File: src/rtl/motor_ramp_pwm.sv
// Purpose: H-bridge PWM driver with slew-limited speed ramp, safe reversal, active brake and status.
// Latency: PWM legs lag the counter compare by 1 clock; speed/direction are sampled at period boundaries.
// Backpressure: none, free-running; brake_in overrides everything except reset.
//
// Ports:
//   clk_in, reset_in      : clock (rising edge), synchronous active-low reset
//   speed, direction      : commanded duty (0 = stop) and direction (1 = forward on motor_plus)
//   brake_in              : level-sensitive active brake request (both legs high)
//   motor_plus/minus      : registered H-bridge leg drives
//   speed_out, dir_out    : currently applied duty and direction
//   at_speed, reversing   : status (settled in IDLE/RUN; in a reversal sequence)
module motor_ramp_pwm #(
  parameter int CLK_DIV      = 50,
  parameter int WIDTH        = 8,
  parameter int RAMP_STEP    = 1,
  parameter int DEAD_PERIODS = 2
) (
  input  logic             clk_in,
  input  logic             reset_in,
  input  logic [WIDTH-1:0] speed,
  input  logic             direction,
  input  logic             brake_in,
  output logic             motor_plus,
  output logic             motor_minus,
  output logic [WIDTH-1:0] speed_out,
  output logic             dir_out,
  output logic             at_speed,
  output logic             reversing
);

  localparam int PW = (CLK_DIV > 1) ? $clog2(CLK_DIV) : 1;
  localparam int DW = $clog2(DEAD_PERIODS + 1);
  localparam logic [PW-1:0]    PRESC_MAX = PW'(CLK_DIV - 1);
  localparam logic [WIDTH-1:0] CNT_MAX   = '1;
  localparam logic [WIDTH:0]   STEP      = (WIDTH+1)'(RAMP_STEP);
  localparam logic [DW-1:0]    DEAD_LOAD = DW'(DEAD_PERIODS);

  typedef enum logic [2:0] {IDLE, RUN, DECEL, DEAD, BRAKE} state_t;

  state_t           state, state_nx;
  logic [PW-1:0]    presc;
  logic [WIDTH-1:0] pwm_cnt;
  logic [DW-1:0]    dead_cnt, dead_nx;
  logic [WIDTH-1:0] speed_nx;
  logic             dir_nx;

  logic tick, pb, pwm_on;
  logic [WIDTH-1:0] ramp_down, ramp_from_zero, ramp_run;

  // Move cur toward goal by at most STEP; one extra bit keeps the
  // difference and the sum from wrapping.
  function automatic logic [WIDTH-1:0] ramp_to(input logic [WIDTH-1:0] cur,
                                               input logic [WIDTH-1:0] goal);
    logic [WIDTH:0] c;
    logic [WIDTH:0] g;
    c = {1'b0, cur};
    g = {1'b0, goal};
    if (g >= c) ramp_to = ((g - c) <= STEP) ? goal : WIDTH'(c + STEP);
    else        ramp_to = ((c - g) <= STEP) ? goal : WIDTH'(c - STEP);
  endfunction

  assign tick   = (presc == PRESC_MAX);
  assign pb     = tick && (pwm_cnt == CNT_MAX);
  assign pwm_on = (speed_out > pwm_cnt);

  assign ramp_down      = ramp_to(speed_out, '0);
  assign ramp_from_zero = ramp_to('0, speed);
  assign ramp_run       = ramp_to(speed_out, speed);

  always_comb begin
    state_nx = state;
    speed_nx = speed_out;
    dir_nx   = dir_out;
    dead_nx  = dead_cnt;
    if (brake_in) begin
      state_nx = BRAKE;
      speed_nx = '0;
    end else begin
      case (state)
        IDLE: begin
          dir_nx   = direction;
          speed_nx = '0;
          if (pb && speed != '0) begin
            state_nx = RUN;
            speed_nx = ramp_from_zero;
          end
        end
        RUN: begin
          if (pb) begin
            if (direction != dir_out) begin
              // Start the reversal on this boundary: first decel step now.
              speed_nx = ramp_down;
              if (ramp_down == '0) begin
                state_nx = DEAD;
                dead_nx  = DEAD_LOAD;
              end else begin
                state_nx = DECEL;
              end
            end else begin
              speed_nx = ramp_run;
              if (ramp_run == '0 && speed == '0) state_nx = IDLE;
            end
          end
        end
        DECEL: begin
          if (pb) begin
            speed_nx = ramp_down;
            if (ramp_down == '0) begin
              state_nx = DEAD;
              dead_nx  = DEAD_LOAD;
            end
          end
        end
        DEAD: begin
          if (pb) begin
            if (dead_cnt <= DW'(1)) begin
              // Dead time over: latch the new direction and start ramping.
              dead_nx = '0;
              dir_nx  = direction;
              if (speed != '0) begin
                state_nx = RUN;
                speed_nx = ramp_from_zero;
              end else begin
                state_nx = IDLE;
              end
            end else begin
              dead_nx = dead_cnt - DW'(1);
            end
          end
        end
        BRAKE: begin
          state_nx = IDLE;
          speed_nx = '0;
        end
        default: begin
          state_nx = IDLE;
          speed_nx = '0;
        end
      endcase
    end
  end

  always_ff @(posedge clk_in) begin
    if (!reset_in) begin
      state       <= IDLE;
      presc       <= '0;
      pwm_cnt     <= '0;
      dead_cnt    <= '0;
      speed_out   <= '0;
      dir_out     <= 1'b0;
      motor_plus  <= 1'b0;
      motor_minus <= 1'b0;
      at_speed    <= 1'b1;
      reversing   <= 1'b0;
    end else begin
      presc <= tick ? '0 : presc + 1'b1;
      if (tick) pwm_cnt <= pwm_cnt + 1'b1;
      state     <= state_nx;
      speed_out <= speed_nx;
      dir_out   <= dir_nx;
      dead_cnt  <= dead_nx;
      // Brake engages on the same edge that samples brake_in; otherwise
      // the legs follow the current compare, so they lag it by one clock.
      if (brake_in) begin
        motor_plus  <= 1'b1;
        motor_minus <= 1'b1;
      end else if (state == RUN || state == DECEL) begin
        motor_plus  <= pwm_on & dir_out;
        motor_minus <= pwm_on & ~dir_out;
      end else begin
        motor_plus  <= 1'b0;
        motor_minus <= 1'b0;
      end
      // Status reflects the state/duty being entered on this edge.
      at_speed  <= (state_nx == IDLE || state_nx == RUN) && (speed_nx == speed);
      reversing <= (state_nx == DECEL || state_nx == DEAD);
    end
  end

endmodule

File: config.mk
export PLATFORM = sky130hd
export DESIGN_NAME = motor_ramp_pwm
export DESIGN_NICKNAME = d
export VERILOG_FILES = /design/src/rtl/motor_ramp_pwm.sv
export SDC_FILE = /design/constraint.sdc
export NUM_CORES = 1
export LEC_CHECK = 0
export BUFFER_PORTS_ARGS = -buffer_cell sky130_fd_sc_hd__buf_2
export CORE_ASPECT_RATIO = 2
export CORE_MARGIN = 2
export CORE_UTILIZATION = 40
export CTS_CLUSTER_DIAMETER = 50
export DETAILED_ROUTE_END_ITERATION = 12
export HOLD_SLACK_MARGIN = 0.06
export PLACE_DENSITY_LB_ADDON = 0.2
export SLEW_MARGIN = 20
export SYNTH_ARGS = -nofsm -noshare
export SYNTH_HDL_FRONTEND = slang
export SYNTH_SLANG_ARGS = --single-unit
File: constraint.sdc
create_clock -name clk_in -period 4.43 [get_ports clk_in]
set_input_delay 0.886 -clock clk_in [delete_from_list [all_inputs] [get_ports clk_in]]
set_output_delay 0.886 -clock clk_in [all_outputs]
set_load 0.005 [all_outputs]
# Word-level counts from Yosys, hierarchy flattened
# Cells that the tools add are included.
[word_totals]
regBits = 32
in_bits = 12
elab_cells = 107
[classes]
add_sub_neg = 8
magnitude_cmp = 9
eq_ne = 15
n_mux = 42
bitwise = 5
n_reduce_logical = 18
[op_table]
columns = ["op", "count"]
rows = [
  ["$mux 8", 15],
  ["$pmux 8 s4", 1],
  ["$le 9x1->1 const B", 3],
  ["$mux 3", 9],
  ["$logic_not 8->1", 3],
  ["$sub 8x8->9", 2],
  ["$add 8x1->8 const B", 2],
  ["$le 8x1->1 const B", 2],
  ["$eq 3x2->1 const B", 4],
  ["$mux 2", 6],
  ["$pmux 3 s4", 1],
  ["$ne 2x2->1 const B", 5],
  ["$sub 1x8->9 const A", 1],
  ["$eq 8x8->1", 1],
  ["$eq 8x8->1 const B", 1],
  ["$ge 1x8->1 const A", 1],
  ["$ge 8x8->1", 1],
  ["$gt 8x8->1", 1],
  ["$mux 1", 8],
  ["$reduce_bool 8->1", 1],
  ["$sub 8x1->8 const B", 1],
  ["$add 6x1->6 const B", 1],
  ["$eq 3x1->1 const B", 2],
  ["$eq 6x6->1 const B", 1],
  ["15 further kinds", 24],
]

# Logic depth before layout (Yosys ltp)
[logic_depth]
ltp_word = 14
depth_mapped = 15

# Worst setup path before layout
# OpenSTA, ideal clock, no wires.
[synth_path]
kind = "reg-to-reg"
start = "register speed_out[0]"
end = "register at_speed"
setup_time_ps = 96
arrival_time_ps = 4473
required_ps = 4334
setup_slack_ps = -138
stages_incl_launch_ff = 15
path_buffers = 1
synth_period_minus_slack_ps = 4568
cell_sequence = "dfxtp_1 clkbuf_1 inv_1 ha_1 fa_1 nand2b_1 a21oi_1 mux2_2 nor4_4 a31oi_1 nor3_1 mux2_2 or4_1 or4_1 o41ai_2"
[synth_via]
elab_chain_len = 14
word_cells_on_any_way = 41
[synth_lines]
columns = ["element", "line", "rtl"]
rows = [
  ["start, declared", "25", "output logic [WIDTH-1:0] speed_out,"],
  ["start signal, assigned", "159", "speed_out <= speed_nx;"],
  ["$sub 8x8->9 (on tied branches)", "59, 58", ""],
  ["$le 9x1->1 (on tied branches)", "59, 58", ""],
  ["$mux 8 (on tied branches)", "59, 58", ""],
  ["$mux 8", "58", "if (g >= c) ramp_to = ((g - c) <= STEP) ? goal : WIDTH'(c + STEP);"],
  ["$logic_not 8->1", "101", "if (ramp_run == '0 && speed == '0) state_nx = IDLE;"],
  ["$logic_and 1x1->1", "101", ""],
  ["$mux 3", "101", ""],
  ["$mux 3", "90", "if (direction != dir_out) begin"],
  ["$mux 3", "89", "if (pb) begin"],
  ["$pmux 3 s4", "79", "case (state)"],
  ["$mux 3", "75", "if (brake_in) begin"],
  ["$eq 3x1->1 / $logic_not 3->1 (equally long branches)", "175", "at_speed <= (state_nx == IDLE || state_nx == RUN) && (speed_nx == speed);"],
  ["$logic_or 1x1->1", "175", ""],
  ["$logic_and 1x1->1 *", "175", ""],
  ["end signal, assigned", "175", ""],
  ["end, declared", "27", "output logic at_speed,"],
]
# Mark *: on every way between the ends. The rest lies on a longest branch, timed or not.
# A chain may end at the register's enable or synchronous reset.

# Worst setup path after layout
[layout_path]
start = "input speed[6]"
end = "register at_speed"
[layout_via]
elab_chain_len = 14
word_cells_on_any_way = 37
[layout_lines]
columns = ["element", "line", "rtl"]
rows = [
  ["start, declared", "20", "input logic [WIDTH-1:0] speed,"],
  ["$sub 8x8->9 (on tied branches)", "59, 58", ""],
  ["$le 9x1->1 (on tied branches)", "59, 58", ""],
  ["$mux 8 (on tied branches)", "59, 58", ""],
  ["$mux 8", "58", ""],
  ["$logic_not 8->1", "101", ""],
  ["$logic_and 1x1->1", "101", ""],
  ["$mux 3", "101", ""],
  ["$mux 3", "90", ""],
  ["$mux 3", "89", ""],
  ["$pmux 3 s4", "79", ""],
  ["$mux 3", "75", ""],
  ["$eq 3x1->1 / $logic_not 3->1 (equally long branches)", "175", ""],
  ["$logic_or 1x1->1", "175", ""],
  ["$logic_and 1x1->1 *", "175", ""],
]
# Marked as above.

==> impl_metrics.ini <==
[setup_path]
crit_fanout = 6
criticalPathCategory = input pin to register
worstReg2RegStart = speed_out[1]
worstReg2RegEnd = at_speed
start_kind = input pin
setup.worst_path.end_class = register
setup.reg_to_reg.worst_slack_ns = 0.22
crit_arrival_ns = 4.46
rr_worst_depth = 14
worst-endpoint-required_ns = 4.62

[sta]
worst_clock_skew_ns = 0.006183
period_minus_slack_ns = 4.261
rsz_0062_raised_after_global_routing = no
final_cycle_share = 0.9619
slew_headroom = 0.3181
final_hold_viol_count = 0
setup-tns-final_ns = 0
max_slew.worst_pin.slew_ns = 1.009
slew_viol_final = 0
final.setup.worst_slack_ns = 0.1687
finalSetupViolCount = 0
timing.fmax_mhz = 234.7

[hold_path]
hold_start = dead_cnt[0]
timing.hold.worst_endpoint = dead_cnt[0]
hold_path.class = register to register
worstHoldPathCells = 2

[yosys]
dominantRegCellSynth = sky130_fd_sc_hd__dfxtp_1
synthDominantAreaCellType = sky130_fd_sc_hd__dfxtp_1
post_synth.cell_area_avg_um2 = 7.377
number_of_enable_type_register_cells_in_the_synthesized_netlist = 0
synth_cells = 577
synth.lib_cells_used.distinct = 86
netlist_area_um2 = 4257
async_flop_share = 0
synth_most_common_cell = sky130_fd_sc_hd__nor2_1
synthDominantCellAreaShare = 0.1505
number_of_storage_elements_in_the_synthesis_netlist = 32
syn_nets = 623
synth.yosys.seq_area_share = 0.1505
number_of_warning_messages_in_the_yosys_log = 0
post_synth_main_area_contributors = sky130_fd_sc_hd__dfxtp_1, sky130_fd_sc_hd__ha_1, sky130_fd_sc_hd__nor2_1, sky130_fd_sc_hd__a21oi_1, sky130_fd_sc_hd__nand2_1
synthTopCellsByCount = sky130_fd_sc_hd__nor2_1, sky130_fd_sc_hd__nand2_1, sky130_fd_sc_hd__a21oi_1, sky130_fd_sc_hd__inv_1

[global_route]
busiest_layer = met2
grt_pass1_wl_um = 29820
pin_count_of_the_biggest_net_entering_global_routing = 18
gr-usage-met1 = 0.3057
grt_util_met3 = 0.04463
globalRouteTotalUtil = 0.3506
grt_pass1_vias = 5186
grt_antenna_before_repair = 0
grt_use_met2 = 0.6680
globalRoute.totalOverflow = 0

[floorplanning]
floorplan.rows = 53
area_of_the_core_region_um2 = 10410
die_width_um = 76.95
top_level_ports = 25
initial_utilization = 0.4088
die_h_um = 149.9
die_area_um2 = 11530

[clock_tree]
clock_sink_count = 32
clock-root-buffer = sky130_fd_sc_hd__clkbuf_16
htree_num_levels = 2
clock_insertion_delay_worst_skew_ns = 0.29
cts.path.max_buffers = 2
cts_tree = yes
cts_inserted_buffers = 5
worst_setup_hold_path_clk_slew_ns = 0.06

[status]
run_status = complete, no violations

[placed_design]
placer_congestion = 1.037
dp_slack_ns = -0.3907
dp_hpwl_um = 16220
buffer_ports.inserted = 24

[drt]
drcViolationCount = 0
postRouteAntennaNets = 0
postRouteWirelength_um = 20010
drt_iter0_drc = 469
num_vias = 5126
detail_route.first_pass.iterations = 5
avgRoutedWirePerCell_um = 24.46
vias_per_cell = 6.267

[power]
p_leak_nw = 2.235
pwr_density_cell_nw_per_um2 = 174.8
power.ir.vdd_worst_v = 0.0003240

[finish]
fillerInstances = 1071
area_delta_synth_final_pct = 27.34
antenna_cells_inserted = 0
final_core_utilization = 0.5206
drive_above_1_share = 0.2761
nNetsFinal = 726

[flow_run]
cap_violations = 0
cell families (layout without fill, tap and decap cells):
family / count (synthesis) / in the layout / synth area share
AO/OA/AOI/OAI: 176 / 176 / 0.2922
XOR/XNOR: 24 / 24 / 0.04938
adder cells (fa/ha/maj): 35 / 35 / 0.1058
buffers and inverters: 66 / 170 / 0.08289
flip-flops: 32 / 32 / 0.1505
multiplexers: 7 / 7 / 0.01734
AND/OR/NAND/NOR: 237 / 237 / 0.3019
cell type report:
type,instances,area [um^2],share of cell area
repair buffers,128,910.9,0.1681
clock buffers,7,152.6,0.02816
multi-input cells,479,3387,0.6249
inverters,34,127.6,0.02355
well taps,137,171.4,0.03163
clock inverters,1,30.03,0.005540
flip-flops and latches,32,640.6,0.1182
worst max-delay path, stage by stage:
cell and delay [ns]:
sky130_fd_sc_hd__buf_2 0.11, sky130_fd_sc_hd__inv_2 0.07, sky130_fd_sc_hd__ha_4 0.20, sky130_fd_sc_hd__buf_6 0.13, sky130_fd_sc_hd__nand4_1 0.20, sky130_fd_sc_hd__a21oi_2 0.12, sky130_fd_sc_hd__or4_4 0.56, sky130_fd_sc_hd__a22oi_4 0.30
sky130_fd_sc_hd__buf_4 0.18, sky130_fd_sc_hd__and3_2 0.22, sky130_fd_sc_hd__buf_4 0.13, sky130_fd_sc_hd__a21oi_1 0.08, sky130_fd_sc_hd__buf_4 0.18, sky130_fd_sc_hd__o21ai_0 0.27, sky130_fd_sc_hd__buf_4 0.17, sky130_fd_sc_hd__o21a_1 0.12
sky130_fd_sc_hd__o211ai_1 0.19, sky130_fd_sc_hd__o41ai_2 0.33
timing repair:
action	in CTS	in global routing
gates resized for setup	1	26
setup buffers	0	1
endpoints found under the setup margin	1	1
hold buffers	0	0
pin swaps	1	11
state kept, by name (all words and copies together), names as in the netlist:
signal and count:
pwm_cnt 8, speed_out 8, presc 6, state 3, dead_cnt 2, at_speed 1
dir_out 1, motor_minus 1, motor_plus 1, reversing 1
layer usage:
metal | up-vias | wire length [um]
met4 | 0 | 2289
met3 | 121 | 806
met2 | 247 | 10570
met1 | 2411 | 6338
li1 | 2347 | -
met5 | - | 0
how the worst max path moves through the flow:
stage / from / endpoint / slack, ns / cells after the start
6_report: speed[6] / at_speed / 0.17 / 18
5_1_grt: speed[6] / at_speed / 0.05 / 18
4_1_cts: speed[3] / at_speed / 0.008 / 13
3_5_place_dp: speed[3] / at_speed / -0.39 / 13
3_3_place_gp: speed[3] / at_speed / -0.32 / 13
2_1_floorplan: speed[0] / at_speed / 0.01 / 14
power breakdown:
| part | switching, mW | internal (mW) |
|---|---|---|
| Clock | 0.142 | 0.296 |
| Combinational | 0.120 | 0.0914 |
| Sequential | 0.00514 | 0.293 |
| Total | 0.267 | 0.680 |
placed cells by master (no fill, tap or decap), drive strengths merged, types with 4 or more instances in the layout:
cell type	count
o21a	5
xnor2	18
buf	127
a32oi	6
or3	7
nand2b	13
dfxtp	32
clkbuf	8
a21oi	41
o21ai	32
o211ai	13
mux2i	4
nand2	46
nand4	7
inv	33
ha	32
nor3	17
nor2	66
a211oi	12
o31ai	4
o2111ai	4
a21o	10
xor2	6
or4	6
o22ai	5
nor4	11
nand3	25
and3	11
a31oi	9
and4	5
a221oi	5
metrics by stage:
stage,power [mW],std cells,hold WS [ns],area (um^2)
2_1_floorplan,0.4088,577,0.4295,4260
3_3_place_gp,0.4983,809,0.4470,5096
3_5_place_dp,0.4993,809,0.4558,5096
4_1_cts,0.9401,817,0.4632,5284
5_1_grt,0.9784,818,0.4898,5420
6_report,0.9472,818,0.4582,5420
No activity file was read; power rests on OpenSTA's default activity.
